$ cat config.mk
export PLATFORM = sky130hd
export DESIGN_NAME = count_sched
export DESIGN_NICKNAME = d
export VERILOG_FILES = /design/src/rtl/count_sched.sv
export SDC_FILE = /design/constraint.sdc
export NUM_CORES = 1
export LEC_CHECK = 0
export CORE_ASPECT_RATIO = 2
export CORE_MARGIN = 5
export CORE_UTILIZATION = 45
export DETAILED_ROUTE_END_ITERATION = 10
export GPL_ROUTABILITY_DRIVEN = 0
export PLACE_DENSITY = 0.88
export SLEW_MARGIN = 10
export SYNTH_ARGS = -nofsm -noshare
export SYNTH_HDL_FRONTEND = slang
export SYNTH_SLANG_ARGS = --single-unit
$ cat constraint.sdc
create_clock -name clk -period 3 [get_ports clk]
set_input_delay 0.75 -clock clk [delete_from_list [all_inputs] [get_ports clk]]
set_output_delay 0.75 -clock clk [all_outputs]
set_load 0.01 [all_outputs]
$ cat src/rtl/count_sched.sv
// count_sched -- round-robin owner of one shared WIDTH-bit interval counter.
//
// Requesters raise req[i] with a cycle count on len[i*WIDTH +: WIDTH]. The
// block grants one requester at a time, runs the shared counter for exactly
// len increments (len==0 means 2^WIDTH), pulses done[i] for one cycle, and
// then returns to arbitration. Each job costs L + 3 cycles.
//
// Ports:
//   clk    rising-edge clock
//   reset  synchronous, active-low
//   req    [NREQ]        request level per requester, held until done
//   len    [NREQ*WIDTH]  requested cycle counts, sampled only in LOAD
//   gnt    [NREQ]        one-hot grant, LOAD through DONE inclusive
//   busy                 counter owned (OR of gnt, registered)
//   done   [NREQ]        one-hot, one-cycle completion pulse
//   cnt    [WIDTH]       current counter value, held after a job ends
//   check                sticky carry, set when cnt wraps all-ones -> 0
//
// Optional build macro COUNT_SCHED_ABORT_EN: a requester that drops req
// during RUN aborts its job (no done pulse, cnt/check keep partial values,
// pointer advances as if it completed). Undefined: req drops are ignored.

module count_sched #(
  parameter int NREQ  = 4,
  parameter int WIDTH = 8
) (
  input  logic                  clk,
  input  logic                  reset,
  input  logic [NREQ-1:0]       req,
  input  logic [NREQ*WIDTH-1:0] len,
  output logic [NREQ-1:0]       gnt,
  output logic                  busy,
  output logic [NREQ-1:0]       done,
  output logic [WIDTH-1:0]      cnt,
  output logic                  check
);

  localparam int SW = (NREQ > 1) ? $clog2(NREQ) : 1;

  typedef enum logic [1:0] {IDLE, LOAD, RUN, DONE} state_t;

  state_t           state, state_nxt;
  logic [SW-1:0]    sel, ptr, win, idx;
  logic             win_vld;
  logic [WIDTH-1:0] target, len_sel;
  logic [WIDTH:0]   sum;
  logic             last, abort;

  // Round-robin search starting one past the last completed owner.
  always_comb begin
    win     = '0;
    win_vld = 1'b0;
    idx     = '0;
    for (int k = 1; k <= NREQ; k++) begin
      idx = SW'((int'(ptr) + k) % NREQ);
      if (!win_vld && req[idx]) begin
        win     = idx;
        win_vld = 1'b1;
      end
    end
  end

  always_comb begin
    len_sel = '0;
    for (int i = 0; i < NREQ; i++)
      if (sel == SW'(i)) len_sel = len[i*WIDTH +: WIDTH];
  end

  // WIDTH+1-bit increment; the top bit is the wrap carry.
  assign sum  = {1'b0, cnt} + {{WIDTH{1'b0}}, 1'b1};
  // Modular compare makes target==0 terminate after 2^WIDTH increments.
  assign last = (sum[WIDTH-1:0] == target);

`ifdef COUNT_SCHED_ABORT_EN
  logic req_sel;
  always_comb begin
    req_sel = 1'b0;
    for (int i = 0; i < NREQ; i++)
      if (sel == SW'(i)) req_sel = req[i];
  end
  assign abort = !req_sel;
`else
  assign abort = 1'b0;
`endif

  always_comb begin
    state_nxt = state;
    case (state)
      IDLE:    if (win_vld) state_nxt = LOAD;
      LOAD:    state_nxt = RUN;
      RUN:     if (abort) state_nxt = IDLE;
               else if (last) state_nxt = DONE;
      DONE:    state_nxt = IDLE;
      default: state_nxt = IDLE;
    endcase
  end

  always_ff @(posedge clk) begin
    if (!reset) begin
      state  <= IDLE;
      sel    <= '0;
      ptr    <= SW'(NREQ - 1);
      target <= '0;
      gnt    <= '0;
      busy   <= 1'b0;
      done   <= '0;
      cnt    <= '0;
      check  <= 1'b0;
    end else begin
      state <= state_nxt;
      done  <= '0;
      case (state)
        IDLE: if (win_vld) begin
          sel  <= win;
          gnt  <= {{(NREQ-1){1'b0}}, 1'b1} << win;
          busy <= 1'b1;
        end
        LOAD: begin
          target <= len_sel;
          cnt    <= '0;
          check  <= 1'b0;
        end
        RUN: begin
          if (abort) begin
            gnt  <= '0;
            busy <= 1'b0;
            ptr  <= sel;
          end else begin
            cnt   <= sum[WIDTH-1:0];
            check <= check | sum[WIDTH];
            // gnt is already the one-hot of sel.
            if (last) done <= gnt;
          end
        end
        DONE: begin
          gnt  <= '0;
          busy <= 1'b0;
          ptr  <= sel;
        end
        default: ;
      endcase
    end
  end

endmodule

; Yosys cells after proc, flatten, opt, wreduce, memory -nomap -nowiden
; Cells that the tools add are included.
[totals]
regBits = 32
in_bits = 38
output_inout_bits = 18
word_cells = 72
[classes]
addsub = 5
n_lt_le_gt_ge = 4
n_eq_ne = 9
shift = 1
muxes = 29
n_bitwise = 1
reduce_logical = 14
[op_table]
columns = operator, n
row1 = 8-bit two-way mux, 4
row2 = 8-bit one-hot mux with 2 select lines, 1
row3 = "2-bit by 3-bit less-than comparator with 1-bit output, second input constant", 4
row4 = 2-bit two-way mux, 6
row5 = "8-bit by 1-bit adder with 9-bit output, second input constant", 1
row6 = 1-bit two-way mux, 9
row7 = 1-bit binary-select mux with 2-bit select, 4
row8 = "2-bit equality test, second input constant", 4
row9 = 8-bit equality test, 1
row10 = 2-bit one-hot mux with 4 select lines, 1
row11 = 4-bit one-hot mux with 2 select lines, 1
row12 = 2-bit AND reduction, 3
row13 = "2-bit by 1-bit adder with 2-bit output, second input constant", 2
row14 = "2-bit adder, second input constant", 2
row15 = "2-bit by 1-bit equality test with 1-bit output, second input constant", 2
row16 = 2-bit logical NOT, 2
row17 = 4-bit two-way mux, 1
row18 = "2-bit != test, second input constant", 2
row19 = 1-bit one-hot mux with 2 select lines, 2
row20 = 2-bit nonzero test, 2
row21 = "1-bit by 2-bit left shift with 4-bit output, first input constant", 1
row22 = 1-bit logical AND, 3
row23 = 1-bit logical NOT, 3
row24 = 3-bit AND reduction, 1
row25 = 1-bit bitwise OR, 1

; Longest topological paths before layout
[logic_depth]
ltp_word = 16
depth_mapped = 7
depth_no_buf = 6

; Least setup slack after synthesis
; Ideal clock, no wire load.
[synth_timing]
path_type = reg2reg
start = register cnt[0]
end = register state[0]
setup_time_ns = 0.079
arrival_ns = 2.188
required_time_ns = 2.921
slack_ns = 0.732
stages_incl_launch_ff = 8
path_buffers = 1
period_less_slack_ns = 2.268
path_cell_list = dfxtp_1 -> ha_1 -> and3_1 -> buf_6 -> and4_4 -> or4b_4 -> o32a_2 -> a211oi_2
[synth_via]
elab_chain_cells = 4
[synth_rtl]
columns = item, line
row1 = start: declaration, 34  ; output logic [WIDTH-1:0] cnt,
row2 = start signal: assignment, 129  ; cnt <= sum[WIDTH-1:0];
row3 = 8-bit by 1-bit adder with 9-bit output, 70  ; assign sum = {1'b0, cnt} + {{WIDTH{1'b0}}, 1'b1};
row4 = 8-bit equality test, 72  ; assign last = (sum[WIDTH-1:0] == target);
row5 = 2-bit != test (no source line), -
row6 = 2-bit AND reduction (no source line), -
row7 = end signal: assignment, 110  ; state <= state_nxt;
row8 = end: declaration, 42  ; state_t state, state_nxt;
; Every way passes these cells.
; A chain may end at the register's enable or synchronous reset.

; Worst setup path after layout
[layout_timing]
start = register cnt[0]
end = register done[0]
[layout_via]
elab_chain_cells = 3
[layout_rtl]
columns = item, line
row1 = 8-bit by 1-bit adder with 9-bit output, 70
row2 = 8-bit equality test, 72
row3 = 3-bit AND reduction (no source line), -
row4 = end signal: assignment, 132  ; if (last) done <= gnt;
row5 = end: declaration, 33  ; output logic [NREQ-1:0] done,
; Every way passes these cells.

==> impl_metrics.csv <==
group,metric,value,unit
floorplanning,io_pins,56,
power,p_total,1.550,mW
final_layout,final_util,62.98,%
timing,finalHoldViolCount,0,
setup_path,cpMaxStageDelayCell,"or4b_4",
synth,synth-seq-cells,32,
synth,yosys_warnings,0,
clocking,cts_tree,"yes",
synth,syn_avg_cell_area,9.332,µm²
setup_path,start_kind,"flip-flop",
global_route,grt_usage,17.59,%
timing,worst_slack,0.5737,ns
timing,timing.fmax,412.1,MHz
floorplanning,die-area,5469,µm²
outcome,status,"complete, no violations",
floorplanning,start_util,46.62,%
floorplanning,core_area,3884,µm²
setup_path,r2r_slack,0.57,ns
clocking,path_clk_slew,0.07,ns
synth,syn_inst,194,
synth,synth_async_sr_flop_share,0,%
synth,synth_cell_type_count,45,
clocking,htreeDepth,2,
route,dr_total_vias,1670,
timing,worst_slew_pin_slew,0.7395,ns
clocking,worstSkewPairLatency,0.28,ns
final_layout,area_delta_synth_final,35.11,%
final_layout,finalInstanceArea,2446,µm²
final_layout,antenna_cells,0,
floorplanning,dieWidth,54.85,µm
placement,dp_cells,289,
setup_path,worst-path-buf-inv,0,
synth,synth.cell_area,1810,µm²
timing,slew_headroom,50.65,%
setup_path,end_kind,"flip-flop",
floorplanning,fp-row-count,32,
route,drt-total-wl,4344,µm
final_layout,drive_gt1_share,8.943,%
placement,post-dp-hpwl,3390,µm
setup_path,criticalPathCategory,"reg -> reg",
power,power_density,633.8,nW/µm²
timing,post-route-period-util,80.88,%
setup_path,reg2reg_to,"done[0]$_SDFF_PN0_",
route,drt_iter0_drc,15,
timing,tns,0,ns
timing,clock_skew,0.003618,ns
timing,rsz0062_at_grt,"false",
min_path,min_to,"gnt[1]$_SDFFE_PN0P_",
clocking,holdBufCountCts,0,
route,drc,0,
route,viasPerCell,5.623,
route,wl_per_cell,14.63,µm
timing,period_minus_slack,2.426,ns
setup_path,r2r-start,"cnt[0]$_SDFFE_PN0P_",
route,final_antenna_net_count,0,
clocking,post_cts_buffers,0,
global_route,grt_pass1_wl,7162,µm
clocking,cts_buffers,5,
setup_path,r2r.worst_path.cells,6,
power,ir_drop,0.0004162,V
min_path,worstHoldStart,"gnt[1]$_SDFFE_PN0P_",
setup_path,slowest_delay,0.56,ns
setup_path,crit_family,"simple AND/OR/NAND/NOR gates",
route,first_pass_iters,4,
clocking,clock_sinks,32,
final_layout,finalNonFillerCells,297,
global_route,grt_overflow,0,
final_layout,num-nets-final,289,
synth,synth-main-ff-cell,"dfxtp_1",
min_path,holdPathStages,2,
clocking,clock_path_buffers,2,
setup_path,required,3.23,ns
placement,placed_cell_area,2354,µm²
global_route,grt_max_degree,24,
run,maxCapViolCount,0,
synth,yosysSeqAreaShare,35.38,%
synth,synth_nets,238,
clocking,cts_root_buffer,"clkbuf_8",
power,power_leakage,0.8795,nW
setup_path,arrival,2.66,ns
setup_path,cp_cell_sequence,"ha_1 > and3_1 > a31oi_1 > or4b_4 > nor4_1 > and2_1",
global_route,grt_pass1_vias,1684,
placement,pre_cts_slack,0.4803,ns
floorplanning,die_height,99.70,µm
timing,setup_viol,0,
timing,whs,0.4782,ns
setup_path,cp_max_fo,7,
global_route,antenna_found_initial,0,
synth,synth-edff-count,0,
clocking,ctsResizeCount,0,
placement,io_buffers,55,
timing,maxSlewViolCount,0,
min_path,hp-class,"reg -> reg",
per-layer routing:
layer / global-route usage, % / vias to the layer above / share of wire (%)
met5: 0 / - / 0
met3: 2.999 / 12 / 5.0
met2: 32.39 / 50 / 58
met4: 9.405 / 0 / 3.0
li1: - / 801 / -
met1: 16.98 / 807 / 34
worst min-delay path: cells and delay by family, from the launching register on:
| kind | cells | cell delay [ns] |
|---|---|---|
| DFF | 1 | 0.32 |
| and+or+nand+nor | 1 | 0.06 |
| AOI/OAI and AO/OA | 1 | 0.05 |
power by group:
group / leakage (nW) / internal, mW / switching [mW]
logic: 0.568 / 0.319 / 0.308
registers: 0.260 / 0.499 / 0.0793
clock network: 0.0510 / 0.183 / 0.162
total: 0.879 / 1.00 / 0.549
sequential cells by signal, indices dropped and copies added (netlist names):
| name | cells |
|---|---|
| busy | 1 |
| check | 1 |
| cnt | 8 |
| done | 4 |
| gnt | 4 |
| ptr | 2 |
| sel | 2 |
| state | 2 |
| target | 8 |
cells in the mapped netlist, drive strengths merged, types with 2 or more instances:
cell type	n	area share [%]
a211oi	3	1.5
a21boi	2	0.83
a21oi	14	3.9
and2	5	1.7
and4	4	2.2
buf	6	2.3
clkbuf	5	1.6
dfxtp	32	35
ha	6	4.1
inv	6	1.2
mux2i	11	6.1
mux4	8	10
nand2	18	3.7
nand2b	5	1.7
nand3	4	1.1
nand3b	3	1.2
nand4	2	0.69
nor2	20	4.1
nor3	5	1.4
nor4	4	1.4
o21a	3	1.2
o21ai	4	1.1
xnor2	7	3.4
xor2	3	1.5
cells by family after synthesis:
kind of cell | synth area share (%)
fa+ha+maj | 4.146
buf+inv | 5.183
compound gates | 12.16
flops | 35.38
simple gates | 22.25
mux | 16.03
xor+xnor | 4.838
layout by cell type, fill, tap and decap left out, drive strengths merged, types with 4 or more instances in the layout:
cell type	count
mux4	8
inv	6
clkdlybuf4s50	55
and2	5
nand2	18
nand3	4
nor3	5
mux2i	11
and4	4
nand2b	5
nor2	20
xnor2	7
ha	6
clkbuf	6
a21oi	14
nor4	4
o21ai	4
dfxtp	32
how the worst max path moves through the flow:
| stage | depth (start not counted) | to | slack, ns | start |
|---|---|---|---|---|
| floorplan | 7 | state[0]$_SDFFE_PN0P_ | 0.73 | cnt[0]$_SDFFE_PN0P_ |
| global placement | 6 | gnt[2]$_SDFFE_PN0P_ | 0.52 | req[1] |
| detailed placement | 6 | gnt[2]$_SDFFE_PN0P_ | 0.48 | req[1] |
| CTS | 6 | done[3]$_SDFF_PN0_ | 0.59 | cnt[0]$_SDFFE_PN0P_ |
| global route | 6 | done[0]$_SDFF_PN0_ | 0.41 | cnt[0]$_SDFFE_PN0P_ |
| finish | 6 | done[0]$_SDFF_PN0_ | 0.57 | cnt[0]$_SDFFE_PN0P_ |
area by class of cell:
cell class | instances | area, µm²
Fill cell | 331 | 1438
Multi-Input combinational cell | 145 | 1076
Sequential cell | 32 | 640.6
Timing Repair Buffer | 55 | 550.5
Clock buffer | 6 | 82.58
Tap cell | 51 | 63.81
Inverter | 6 | 22.52
Clock inverter | 2 | 10.01
No activity file was read; power rests on OpenSTA's default activity.
